### config.mk
export PLATFORM = sky130hd
export DESIGN_NAME = serial_adder
export DESIGN_NICKNAME = d
export VERILOG_FILES = /design/src/rtl/serial_adder_pkg.sv /design/src/rtl/serial_adder_full_add.sv /design/src/rtl/serial_adder.sv
export SDC_FILE = /design/constraint.sdc
export NUM_CORES = 1
export LEC_CHECK = 0
export BUFFER_PORTS_ARGS = -buffer_cell sky130_fd_sc_hd__buf_4
export CELL_PAD_IN_SITES_DETAIL_PLACEMENT = 0
export CELL_PAD_IN_SITES_GLOBAL_PLACEMENT = 1
export CORE_ASPECT_RATIO = 1.5
export CORE_MARGIN = 2
export CORE_UTILIZATION = 43
export DETAILED_ROUTE_END_ITERATION = 8
export GPL_ROUTABILITY_DRIVEN = 0
export HOLD_SLACK_MARGIN = 0.15
export PLACE_DENSITY = 0.88
export REMOVE_ABC_BUFFERS = 1
export SETUP_SLACK_MARGIN = 0.05
export SYNTH_ARGS = -nofsm -noshare
export SYNTH_HDL_FRONTEND = slang
export SYNTH_SLANG_ARGS = --single-unit
### constraint.sdc
create_clock -name clk -period 2.2 [get_ports clk]
set_clock_uncertainty 0.2 [all_clocks]
set_input_delay 0.44 -clock clk [delete_from_list [all_inputs] [get_ports clk]]
set_output_delay 0.44 -clock clk [all_outputs]
set_load 0.005 [all_outputs]
### src/rtl/serial_adder_pkg.sv
// Shared types and constants for the bit-serial adder.
package serial_adder_pkg;

    // Operand width used when the instantiating level does not override it.
    localparam int DEFAULT_WIDTH = 4;

    // Control states: waiting for work, shifting bits, one-cycle completion.
    typedef enum logic [1:0] {
        IDLE = 2'd0,
        RUN  = 2'd1,
        DONE = 2'd2
    } state_t;

endpackage

### src/rtl/serial_adder_full_add.sv
// One-bit full-adder cell, gate-level like the rest of the half/full cell family.
module full_add (
    input  logic a,
    input  logic b,
    input  logic cin,
    output logic s,
    output logic cout
);

    logic ab_x;
    logic ab_a;
    logic cx_a;

    // Sum is the parity of the three inputs; carry is their majority.
    xor g_x1 (ab_x, a, b);
    xor g_x2 (s, ab_x, cin);
    and g_a1 (ab_a, a, b);
    and g_a2 (cx_a, ab_x, cin);
    or  g_o1 (cout, ab_a, cx_a);

endmodule

### src/rtl/serial_adder.sv
// Bit-serial adder: one full-adder cell and a carry flop compute a + b + cin
// LSB-first over WIDTH clocks, behind a start/ready/done handshake.
module serial_adder
    import serial_adder_pkg::*;
#(
    parameter int WIDTH = DEFAULT_WIDTH
) (
    input  logic             clk,
    input  logic             rst,
    input  logic             start,
    input  logic [WIDTH-1:0] a,
    input  logic [WIDTH-1:0] b,
    input  logic             cin,
    output logic             ready,
    output logic             done,
    output logic [WIDTH-1:0] sum,
    output logic             cout
);

    // Wide enough to hold WIDTH itself, so the count never wraps early.
    localparam int CNT_W = $clog2(WIDTH) + 1;
    localparam logic [CNT_W-1:0] LAST_BIT = CNT_W'(WIDTH - 1);

    state_t             state_q;
    logic [WIDTH-1:0]   op_a_q;
    logic [WIDTH-1:0]   op_b_q;
    logic               carry_q;
    logic [WIDTH-1:0]   res_q;
    logic [CNT_W-1:0]   cnt_q;
    logic [WIDTH-1:0]   sum_q;
    logic               cout_q;
    logic               ready_q;
    logic               done_q;

    logic               bit_d;
    logic               carry_d;
    logic [WIDTH-1:0]   res_d;

    // The single shared cell works on the current LSBs and the stored carry.
    full_add u_fa (
        .a    (op_a_q[0]),
        .b    (op_b_q[0]),
        .cin  (carry_q),
        .s    (bit_d),
        .cout (carry_d)
    );

    // Result fills from the MSB end so bit 0 lands in place after WIDTH shifts.
    assign res_d = {bit_d, res_q[WIDTH-1:1]};

    // Control FSM, operand/result shifting and registered outputs.
    // NOTE: every register here uses <= so all of them update from the same
    // pre-edge values; a blocking = would let later lines see half-updated state.
    always_ff @(posedge clk or posedge rst) begin
        if (rst) begin
            // NOTE: the operand/result shift registers are reset too, so an
            // aborted operation leaves no stale data visible after reset.
            state_q <= IDLE;
            op_a_q  <= '0;
            op_b_q  <= '0;
            carry_q <= 1'b0;
            res_q   <= '0;
            cnt_q   <= '0;
            sum_q   <= '0;
            cout_q  <= 1'b0;
            ready_q <= 1'b1;
            done_q  <= 1'b0;
        end else begin
            case (state_q)
                IDLE: begin
                    done_q <= 1'b0;
                    if (start) begin
                        op_a_q  <= a;
                        op_b_q  <= b;
                        carry_q <= cin;
                        res_q   <= '0;
                        cnt_q   <= '0;
                        ready_q <= 1'b0;
                        state_q <= RUN;
                    end
                end
                RUN: begin
                    op_a_q  <= op_a_q >> 1;
                    op_b_q  <= op_b_q >> 1;
                    carry_q <= carry_d;
                    res_q   <= res_d;
                    cnt_q   <= cnt_q + CNT_W'(1);
                    if (cnt_q == LAST_BIT) begin
                        sum_q   <= res_d;
                        cout_q  <= carry_d;
                        done_q  <= 1'b1;
                        state_q <= DONE;
                    end
                end
                DONE: begin
                    done_q  <= 1'b0;
                    ready_q <= 1'b1;
                    state_q <= IDLE;
                end
                default: begin
                    done_q  <= 1'b0;
                    ready_q <= 1'b1;
                    state_q <= IDLE;
                end
            endcase
        end
    end

    assign ready = ready_q;
    assign done  = done_q;
    assign sum   = sum_q;
    assign cout  = cout_q;

endmodule

==> metrics, run 1 <==
Arr. time, crit path 1.71 ns; CP Max Fanout 19; Pre-antenna DRT Iters 3; flops & latches, synth 24; final setup vio count 0; RSZ-0062 raised after global routing no; Max Clk Rate 590 MHz; max-cap viol count 0; share of layout cells above drive strength 1 33.6%; Post-Syn Area 1110 sq um; First DRT Iteration DRCs 13; Tmin final 1.69 ns; chip height between 60 and 70 um; Critical Path End Type flip-flop; DR vias 740; ANT nets after route 0; fillers 217; antenna violations before repair 0; Slew HR 60.7%; clk buf depth 2; Finished Cell Area 1330 sq um; PortBufs 18; syn avg cell area around 13 sq um; cells after synthesis 85; largest area contributor in the netlist dfrtp_1; die area 3010 sq um; drt wl/cell 14.4 um; outcome finished clean; clock tree sinks 24; htree depth 1; Min Hold Slack 0.251 ns; core box area 2450 sq um; Diodes inserted 0; CTS tree done; Fin Setup TNS 0 ns; Placed Area 1250 sq um; type of the worst setup path reg2reg; Worst-path clk slew approximately 0.14 ns; share of the synthesized area in the top cell type 51.8%; total power approximately 1.8 mW; HPWL Detailed around 1300 um; Synth warnings 0; vias in the first global route between 700 and 800; grt total ovfl 0; CP required 2.21 ns; worst slew pin tran about 0.6 ns; Ports 19; final WL around 1900 um; largest net degree at the start of global routing 25; Fin. Hold Viols 0; Starting Density approximately 45%; Synth area leaders dfrtp_1 (52%), nor4b_1 (5.5%), mux2_2 (5.1%); via/cell ratio 5.65; Period Utilization, post-route 77.0%; CTS Buf Count 3; Final nets 123; Startpoint Class flip-flop; Die Width 45.5 um; Peak VDD IR between 0.7 and 0.8 mV; GRT Total Usage 14.6%; Slew Limit Fails 0; number of remaining DRC errors 0; count of cell types in the netlist 23; Pwr per Cell Area 1380 nW/um^2; first-pass GRT wire length 3220 um; register area share after synthesis 54.2%; cell row count 22; worst min-delay path class in2reg; worst-skew pair later-pin latency between 0.3 and 0.4 ns; leak pwr 0.650 nW; post-cts sizing count 0; clk root buf clkbuf_4; area grow syn2layout 19.8%
## metrics by stage
step / worst slack (ns) / std cells / util [%]
after detailed placement: 0.548 / 124 / 51.0
after floorplan: 0.647 / 80 / -
final: 0.506 / 131 / 54.3
after global placement: 0.558 / 124 / 51.0
after CTS: 0.512 / 131 / 54.3
after global routing: 0.394 / 131 / 54.3
## worst max-delay path: stages (launching register included)
cell     delay (ns)
dfrtp_1        0.74
and2b_1        0.35
mux2_4         0.29
## placed cells by master, fill, tap and decap left out, drive strengths merged
master,Yosys,final
dfstp,1,1
o21bai,1,1
bufinv,0,1
nor3b,1,1
nor2,7,7
buf,5,20
dfrtp,23,23
fa,1,1
clkbuf,0,3
nand2b,3,3
nand3b,1,1
dlygate4sd3,0,3
ha,2,2
o2bb2ai,1,1
mux2,6,6
inv,10,10
a221oi,7,7
a21o,1,1
nor4b,7,7
and2b,1,1
a21oi,1,1
a22o,6,6
## power breakdown
group	internal, mW	switching (mW)	total (mW)
Sequential	0.643	0.149	0.792
Combinational	0.404	0.318	0.722
Clock	0.184	0.134	0.318
Total	1.23	0.601	1.83
## timing repair
item,CTS,global route
hold buffers,3,0
setup endpoints to repair,0,0
setup buffers,0,0
endpoints found under the hold margin,25,0
## flip-flops by register name (all words and copies together), names as in the netlist
name / flops
res_q: 3
sum: 4
cnt_q: 3
op_b_q: 4
state_q: 2
done: 1
op_a_q: 4
carry_q: 1
cout: 1
ready: 1
## path summary, 6_finish.rpt
path / cells past startpoint / to / slack, ns / startpoint
hold reg to reg: 2 / done / 0.31 / done
min in group asynchronous: 4 / res_q[1] / 0.51 / rst
setup reg to reg: 2 / cnt_q[0] / 0.51 / state_q[1]
max in group asynchronous: 4 / ready / 1.00 / rst
setup / recovery: 2 / cnt_q[0] / 0.51 / state_q[1]
hold / removal: 3 / op_a_q[1] / 0.25 / a[1]
## Yosys cell counts
cell type and number:
o21bai_4 1, nor3b_2 1, ha_1 2, buf_6 2
buf_2 1, a221oi_1 5, dfstp_2 1, inv_1 10
a21oi_1 1, a22o_1 6, mux2_4 1, a21o_1 1
and2b_1 1, buf_4 2, o2bb2ai_1 1, fa_1 1
a221oi_2 2, nand3b_4 1, nand2b_1 3, mux2_2 5
dfrtp_1 23, nor2_1 7, nor4b_1 7
## cell families (layout without fill, tap and decap cells)
kind of cell / count (synthesis) / in the layout / synth area share, %
flip-flops: 24 / 24 / 54.2
AND/OR/NAND/NOR: 20 / 20 / 13.2
adder cells (fa/ha/maj): 3 / 3 / 4.05
multiplexers: 6 / 6 / 6.42
AO/OA/AOI/OAI: 17 / 17 / 15.0
buffers and inverters: 15 / 37 / 7.21
## layout make-up
type	instances	area, sq um	area share, %
flip-flops and latches	24	602	45.2
multi-input cells	46	429	32.2
repair buffers	23	180	13.5
inverters	10	37.5	2.82
clock inverters	1	30.0	2.26
well taps	24	30.0	2.26
clock buffers	3	22.5	1.69
## metal layers
layer / up-vias / wire (um) / global-route usage, %
met5: - / 0 / 0
met1: 372 / 847 / 18.7
li1: 352 / - / -
met2: 12 / 954 / 22.9
met3: 4 / 37 / 1.64
met4: 0 / 47 / 8.82
Note: power is estimated with default switching activity, not from simulation.
==> inputs of run 2 (changes only) <==
--- a/config.mk
+++ b/config.mk
@@ -10,11 +10,11 @@
 export CELL_PAD_IN_SITES_GLOBAL_PLACEMENT = 1
 export CORE_ASPECT_RATIO = 1.5
 export CORE_MARGIN = 2
-export CORE_UTILIZATION = 43
+export CORE_UTILIZATION = 39
 export DETAILED_ROUTE_END_ITERATION = 8
 export GPL_ROUTABILITY_DRIVEN = 0
 export HOLD_SLACK_MARGIN = 0.15
-export PLACE_DENSITY = 0.88
+export PLACE_DENSITY = 0.85
 export REMOVE_ABC_BUFFERS = 1
 export SETUP_SLACK_MARGIN = 0.05
 export SYNTH_ARGS = -nofsm -noshare
==> constraint.sdc (replaced) <==
create_clock -name clk -period 1.4 [get_ports clk]
set_clock_uncertainty 0.2 [all_clocks]
set_input_delay 0.28 -clock clk [delete_from_list [all_inputs] [get_ports clk]]
set_output_delay 0.28 -clock clk [all_outputs]
set_load 0.005 [all_outputs]
==> run 2 against run 1 <==
Fmax is 12% higher. Critical path depth up 2. The run now ends with setup timing left. Worst hold slack lost 0.099 ns. Die area up 9.5%. First-iteration DRC count is 62% lower. Highest routed layer unchanged.
==> metrics, run 2 (synthesized netlist as in run 1, its figures left out) <==
failing checks setup timing; share of layout cells above drive strength 1 56.9% (+23 points); most frequent cells in the layout buf_4 (22), dfrtp_1 (21), inv_1 (10); dpl ws -0.201 ns (-0.749 ns); flop2flop setup slack -0.11 ns (-0.62 ns); Starting Density 41.1% (-4.3 points); ANT nets after route 0 (unchanged); core box area 2710 sq um (+10%); r2r worst-path depth 4 (+2); CP Launch Point cnt_q[1]; worst hold start b[2]; final worst slack -0.112 ns (-0.618 ns); via/cell ratio 4.96 (-12%); Hold Path End op_b_q[2]; GRT Total Usage 17.9% (+3.3 points); cell row count 23 (+4.5%); First DRT Iteration DRCs 5 (-8); grt total ovfl 0 (unchanged); Placed Area 1350 sq um (+8.1%); fillers 200 (-7.8%); Max stage delay cell, worst path dfrtp_1; RSZ-0062 raised after global routing yes; Peak VDD IR 1.41 mV (+100%); worst slew pin tran 0.317 ns (-0.274 ns); Worst-path clk slew 0.09 ns (-0.05 ns); CTS Buf Count 3 (unchanged); Startpoint Class flip-flop; CP Max Fanout 6 (-13); Diodes inserted 0 (unchanged); final setup vio count 6 (+6); Worst Hold Depth 3 (unchanged); CTS tree done; Pre-antenna DRT Iters 3 (unchanged); DR vias 794 (+7.3%); htree depth 1 (unchanged); Period Utilization, post-route 108% (+31 points); clock tree sinks 24 (unchanged); drt wl/cell 15.8 um (+9.7%); max-cap viol count 0 (unchanged); die area 3300 sq um (+9.5%); Die Width 47.6 um (+4.6%); crit-path max cell delay 0.39 ns (-0.35 ns); CP required 1.36 ns (-0.85 ns); Buf/Inv on CP 0 (unchanged); chip height 69.4 um (+4.7%); first-pass GRT wire length 4290 um (+33%); largest net degree at the start of global routing 19 (-24%); area grow syn2layout 62.5%; antenna violations before repair 0 (unchanged); HPWL Detailed 1580 um (+22%); vias in the first global route 914 (+28%); PortBufs 18 (unchanged); Reg2Reg Launch Point cnt_q[1]; type of the worst setup path reg2reg; Slew Limit Fails 0 (unchanged); Ports 19 (unchanged); total power 3.99 mW (+120%); outcome finished with violations; Pwr per Cell Area 2210 nW/um^2 (+61%); clk buf depth 2 (unchanged); clk root buf clkbuf_8; CP delay by family, top flip-flops; worst r2r dst cout; Fin. Hold Viols 0 (unchanged); number of remaining DRC errors 0 (unchanged); commonest non-fill, non-tap cell in the layout buf_4; Critical Path End Type flip-flop; Min Hold Slack 0.152 ns (-0.0986 ns); Final nets 139 (+13%); worst min-delay path class in2reg; Slew HR 78.9% (+18 points); Arr. time, crit path 1.47 ns (-0.24 ns); final WL 2530 um (+34%); Finished Cell Area 1810 sq um (+36%); worst path cell trace ha_2 > ha_4 > nand3b_4 > mux2_4; worst-skew pair later-pin latency 0.27 ns (-0.05 ns); Tmin final 1.51 ns (-0.182 ns); leak pwr 0.858 nW (+32%); Max Clk Rate 661 MHz (+12%)
run 2: changes by cell type in the layout (fill, tap and decap cells not counted), moves of 5 or more:
| cell | before | now |
|---|---|---|
| a221oi_1 | 5 | 0 |
| buf_6 | 0 | 7 |
| mux2_2 | 5 | 0 |
| mux2_4 | 1 | 6 |
| nor4b_1 | 7 | 0 |
| nor4b_4 | 0 | 7 |
run 2: what timing repair did:
| action | in CTS | in global routing |
|---|---|---|
| hold buffers | 5 | 0 |
| cloned | 1 | 0 |
| pin swaps | 14 | 6 |
| resized for setup | 39 | 14 |
| endpoints found under the setup margin | 19 | 21 |
| setup buffers | 4 | 1 |
| endpoints found under the hold margin | 28 | 0 |
run 2: metal layers:
layer  global-route usage [%]  wire length (um)
met4                     6.31                39
met1                     21.9               986
met5                        0                 0
met2                     30.6              1440
met3                     2.34                59
run 2: stage by stage:
stage          setup TNS [ns]  util [%]  std cells
2_1_floorplan           -1.49         -         80
4_1_cts                -0.597      64.2        159
3_5_place_dp            -1.11      49.9        145
3_3_place_gp           -0.792      49.9        145
5_1_grt                -0.800      66.7        160
6_report               -0.579      66.7        160
run 2: tightest hold or removal path, stage by stage:
cell      delay [ns]
buf_4           0.09
nor4b_4         0.04
a221oi_2        0.15
run 2: worst max path at each step:
stage,cells past startpoint,slack (ns),endpoint
floorplan,4,-0.15,cout
global placement,4,-0.15,cout
detailed placement,4,-0.20,sum[3]
CTS,4,-0.12,cout
global route,4,-0.14,sum[3]
finish,4,-0.11,cout
run 2: cell type report:
class	instances	area, sq um	share of cell area, %
clock buffer	3	41.3	2.29
clock inverter	1	30.0	1.66
inverter	10	37.5	2.08
multi-input combinational	46	644	35.7
sequential	24	604	33.5
tap	37	46.3	2.56
timing repair buffer	39	402	22.2
run 2: where the power goes:
| part | switching (mW) | total (mW) | leakage, nW | internal (mW) |
|---|---|---|---|---|
| combinational | 0.893 | 2.14 | 0.530 | 1.25 |
| sequential | 0.228 | 1.25 | 0.292 | 1.02 |
| clock | 0.219 | 0.601 | 0.0357 | 0.382 |
==> inputs of run 3 (changes only) <==
--- a/config.mk
+++ b/config.mk
@@ -10,7 +10,8 @@
 export CELL_PAD_IN_SITES_GLOBAL_PLACEMENT = 1
 export CORE_ASPECT_RATIO = 1.5
 export CORE_MARGIN = 2
-export CORE_UTILIZATION = 39
+export CORE_UTILIZATION = 40
+export CTS_CLUSTER_DIAMETER = 60
 export DETAILED_ROUTE_END_ITERATION = 8
 export GPL_ROUTABILITY_DRIVEN = 0
 export HOLD_SLACK_MARGIN = 0.15
@@ -19,4 +20,5 @@
 export SETUP_SLACK_MARGIN = 0.05
 export SYNTH_ARGS = -nofsm -noshare
 export SYNTH_HDL_FRONTEND = slang
+export SYNTH_HIERARCHICAL = 1
 export SYNTH_SLANG_ARGS = --single-unit
==> run 3 against run 2 <==
The flow still finishes with violations (setup timing). Die area rose by 2.4%. Non-clock buffer count rose by 5. Fmax barely moved. Via count rose by 6.9%. Wire length rose by 12%. Global-route usage fell by 0.34 points. Flip-flop and latch count did not move. Final area rose by 0.76%. Utilization fell by 3.0 points. Critical path type unchanged. Largest cell class unchanged.
==> metrics, run 3 <==
Tmin final 1.51 ns (+0.000147 ns); Cell Count, Final, Fillers Out 169 (+5.6%); Period Utilization, post-route 108% (about the same); Arr. time, crit path 1.47 ns (about the same); chip height 70.2 um (+1.2%); Worst-path clk slew 0.08 ns (about the same); worst min-delay path class in2reg; Primary FF master, synth dfrtp_1; Min Hold Slack 0.144 ns (-0.00822 ns); outcome finished with violations; PortBufs 18 (unchanged); count leader, synth dfrtp_1; Synth async-reset ratio 100% (unchanged); failing checks setup timing; max-cap viol count 0 (unchanged); Cells after DPL 149 (+2.8%); count of cell types in the netlist 25 (+8.7%); fillers 225 (+13%); clock tree sinks 24 (unchanged); Die Width 48.1 um (+1.2%); Pwr per Cell Area 2190 nW/um^2 (-0.79%); Slew HR 79.1% (+0.20 points); type of the worst setup path reg2reg; Pre-antenna DRT Iters 4 (+1); dpl ws -0.174 ns (+0.0263 ns); share of layout cells above drive strength 1 61.5% (+4.6 points); Util after Layout 63.8% (-3.0 points); flops & latches, synth 24 (unchanged); CP required 1.35 ns (about the same); clk buf depth 2 (unchanged); Ports 19 (unchanged); DR vias 849 (+6.9%); Fin. Hold Viols 0 (unchanged); ANT nets after route 0 (unchanged); Synth warnings 6 (+6); RSZ-0062 raised after global routing yes; final WL 2820 um (+12%); first-pass GRT wire length 4360 um (+1.6%); largest area contributor in the netlist dfrtp_1; Final nets 146 (+5.0%); CP Max Fanout 6 (unchanged); most frequent cells in the layout buf_4 (30), dfrtp_1 (21), inv_1 (10); antenna violations before repair 0 (unchanged); htree depth 1 (unchanged); CTS Buf Count 3 (unchanged); area grow syn2layout 55.7%; largest net degree at the start of global routing 25 (+6); grt total ovfl 0 (unchanged); final setup vio count 8 (+2); HPWL Detailed 1550 um (-1.7%); die area 3380 sq um (+2.4%); cells after synthesis 86 (+1.2%); via/cell ratio 5.02 (+1.2%); CTS tree done; Startpoint Class flip-flop; Peak VDD IR 1.16 mV (-18%); Diodes inserted 0 (unchanged); Slew Limit Fails 0 (unchanged); commonest non-fill, non-tap cell in the layout buf_4; number of synthesized flops with an enable pin 0 (unchanged); First DRT Iteration DRCs 6 (+1); GRT Total Usage 17.6% (-0.34 points); Synth area leaders dfrtp_1 (49%), mux2_4 (6.4%), a22o_1 (4.5%); Starting Density 41.0% (-0.11 points); clk root buf clkbuf_8; core box area 2850 sq um (+5.5%); drt wl/cell 16.7 um (+5.6%); syn avg cell area 13.6 sq um (+4.0%); Fin Setup TNS -0.607 ns (-0.0273 ns); vias in the first global route 938 (+2.6%); Post-synth top cells dfrtp_1 (23), inv_1 (10), a22o_1 (6), nor2_1 (6), mux2_4 (5); worst slew pin tran 0.314 ns (-0.00271 ns); Max Clk Rate 661 MHz (about the same); register area share after synthesis 51.5% (-2.7 points); leak pwr 0.862 nW (+0.48%); share of the synthesized area in the top cell type 49.3% (-2.6 points); Post-Syn Area 1170 sq um (+5.2%); final worst slack -0.112 ns (-0.000147 ns); worst-skew pair later-pin latency 0.26 ns (about the same); number of remaining DRC errors 0 (unchanged); Critical Path End Type flip-flop; cell row count 24 (+4.3%)
-- run 3: changes by cell type after synthesis, moves of 2 or more --
cell / change
nor4b_2: +3
mux2_4: +4
buf_6: +2
mux2_2: -4
a221oi_1: -2
nor3b_1: +2
a211oi_2: +2
nor4b_1: -3
-- run 3: report_power, final --
| group | switching (mW) | total [mW] | internal [mW] |
|---|---|---|---|
| combinational | 0.912 | 2.24 | 1.33 |
| clock | 0.218 | 0.469 | 0.251 |
| sequential | 0.262 | 1.28 | 1.02 |
| total | 1.39 | 3.99 | 2.60 |
-- run 3: layout make-up --
| class | count | area (sq um) | area share, % |
|---|---|---|---|
| well taps | 39 | 48.8 | 2.68 |
| repair buffers | 44 | 413 | 22.7 |
| flip-flops and latches | 24 | 604 | 33.2 |
| clock buffers | 4 | 55.1 | 3.03 |
| multi-input cells | 48 | 661 | 36.3 |
| inverters | 10 | 37.5 | 2.06 |
-- run 3: final timing paths --
check,endpoint,startpoint,cells after the start,slack [ns]
setup / recovery,sum[1],cnt_q[1],4,-0.11
hold / removal,op_a_q[1],a[1],3,0.14
min in group asynchronous,res_q[2],rst,4,0.42
hold reg to reg,sum[2],sum[2],1,0.32
setup reg to reg,sum[1],cnt_q[1],4,-0.11
max in group asynchronous,ready,rst,4,0.29
-- run 3: logic make-up (layout without fill, tap and decap cells) --
| family | after synthesis | after routing | share of synthesized area [%] |
|---|---|---|---|
| adder cells (fa/ha/maj) | 3 | 3 | 3.85 |
| buffers and inverters | 15 | 58 | 7.71 |
| flip-flops | 24 | 24 | 51.5 |
| AO/OA/AOI/OAI | 17 | 18 | 14.2 |
| multiplexers | 6 | 6 | 7.39 |
| AND/OR/NAND/NOR | 21 | 21 | 15.3 |
-- run 3: critical path, cell delays in order, from the launching register on --
cell	delay (ns)
dfrtp_1	0.42
ha_4	0.18
ha_4	0.16
nand3b_4	0.13
mux2_4	0.31
-- run 3: per-stage QoR --
stage	total power [mW]	instance area [sq um]
4_1_cts	3.64	1680
2_1_floorplan	2.12	1120
3_5_place_dp	2.66	1380
6_report	3.99	1820
5_1_grt	4.24	1820
3_3_place_gp	2.60	1380
-- run 3: what timing repair did --
| action | CTS | global route |
|---|---|---|
| resized for setup | 24 | 17 |
| setup buffers | 6 | 4 |
| cloned | 2 | 1 |
| pin swaps | 10 | 18 |
| hold endpoints to repair | 27 | 0 |
| hold buffers | 4 | 0 |
| setup endpoints to repair | 23 | 23 |
-- run 3: layer usage --
metal | vias to the layer above | part of all wire [%] | global-route usage (%)
met1 | 427 | 43 | 23.5
met5 | - | 0 | 0
met3 | 4 | 2.3 | 1.29
met2 | 19 | 54 | 28.6
met4 | 0 | 1.5 | 6.31
li1 | 399 | - | -
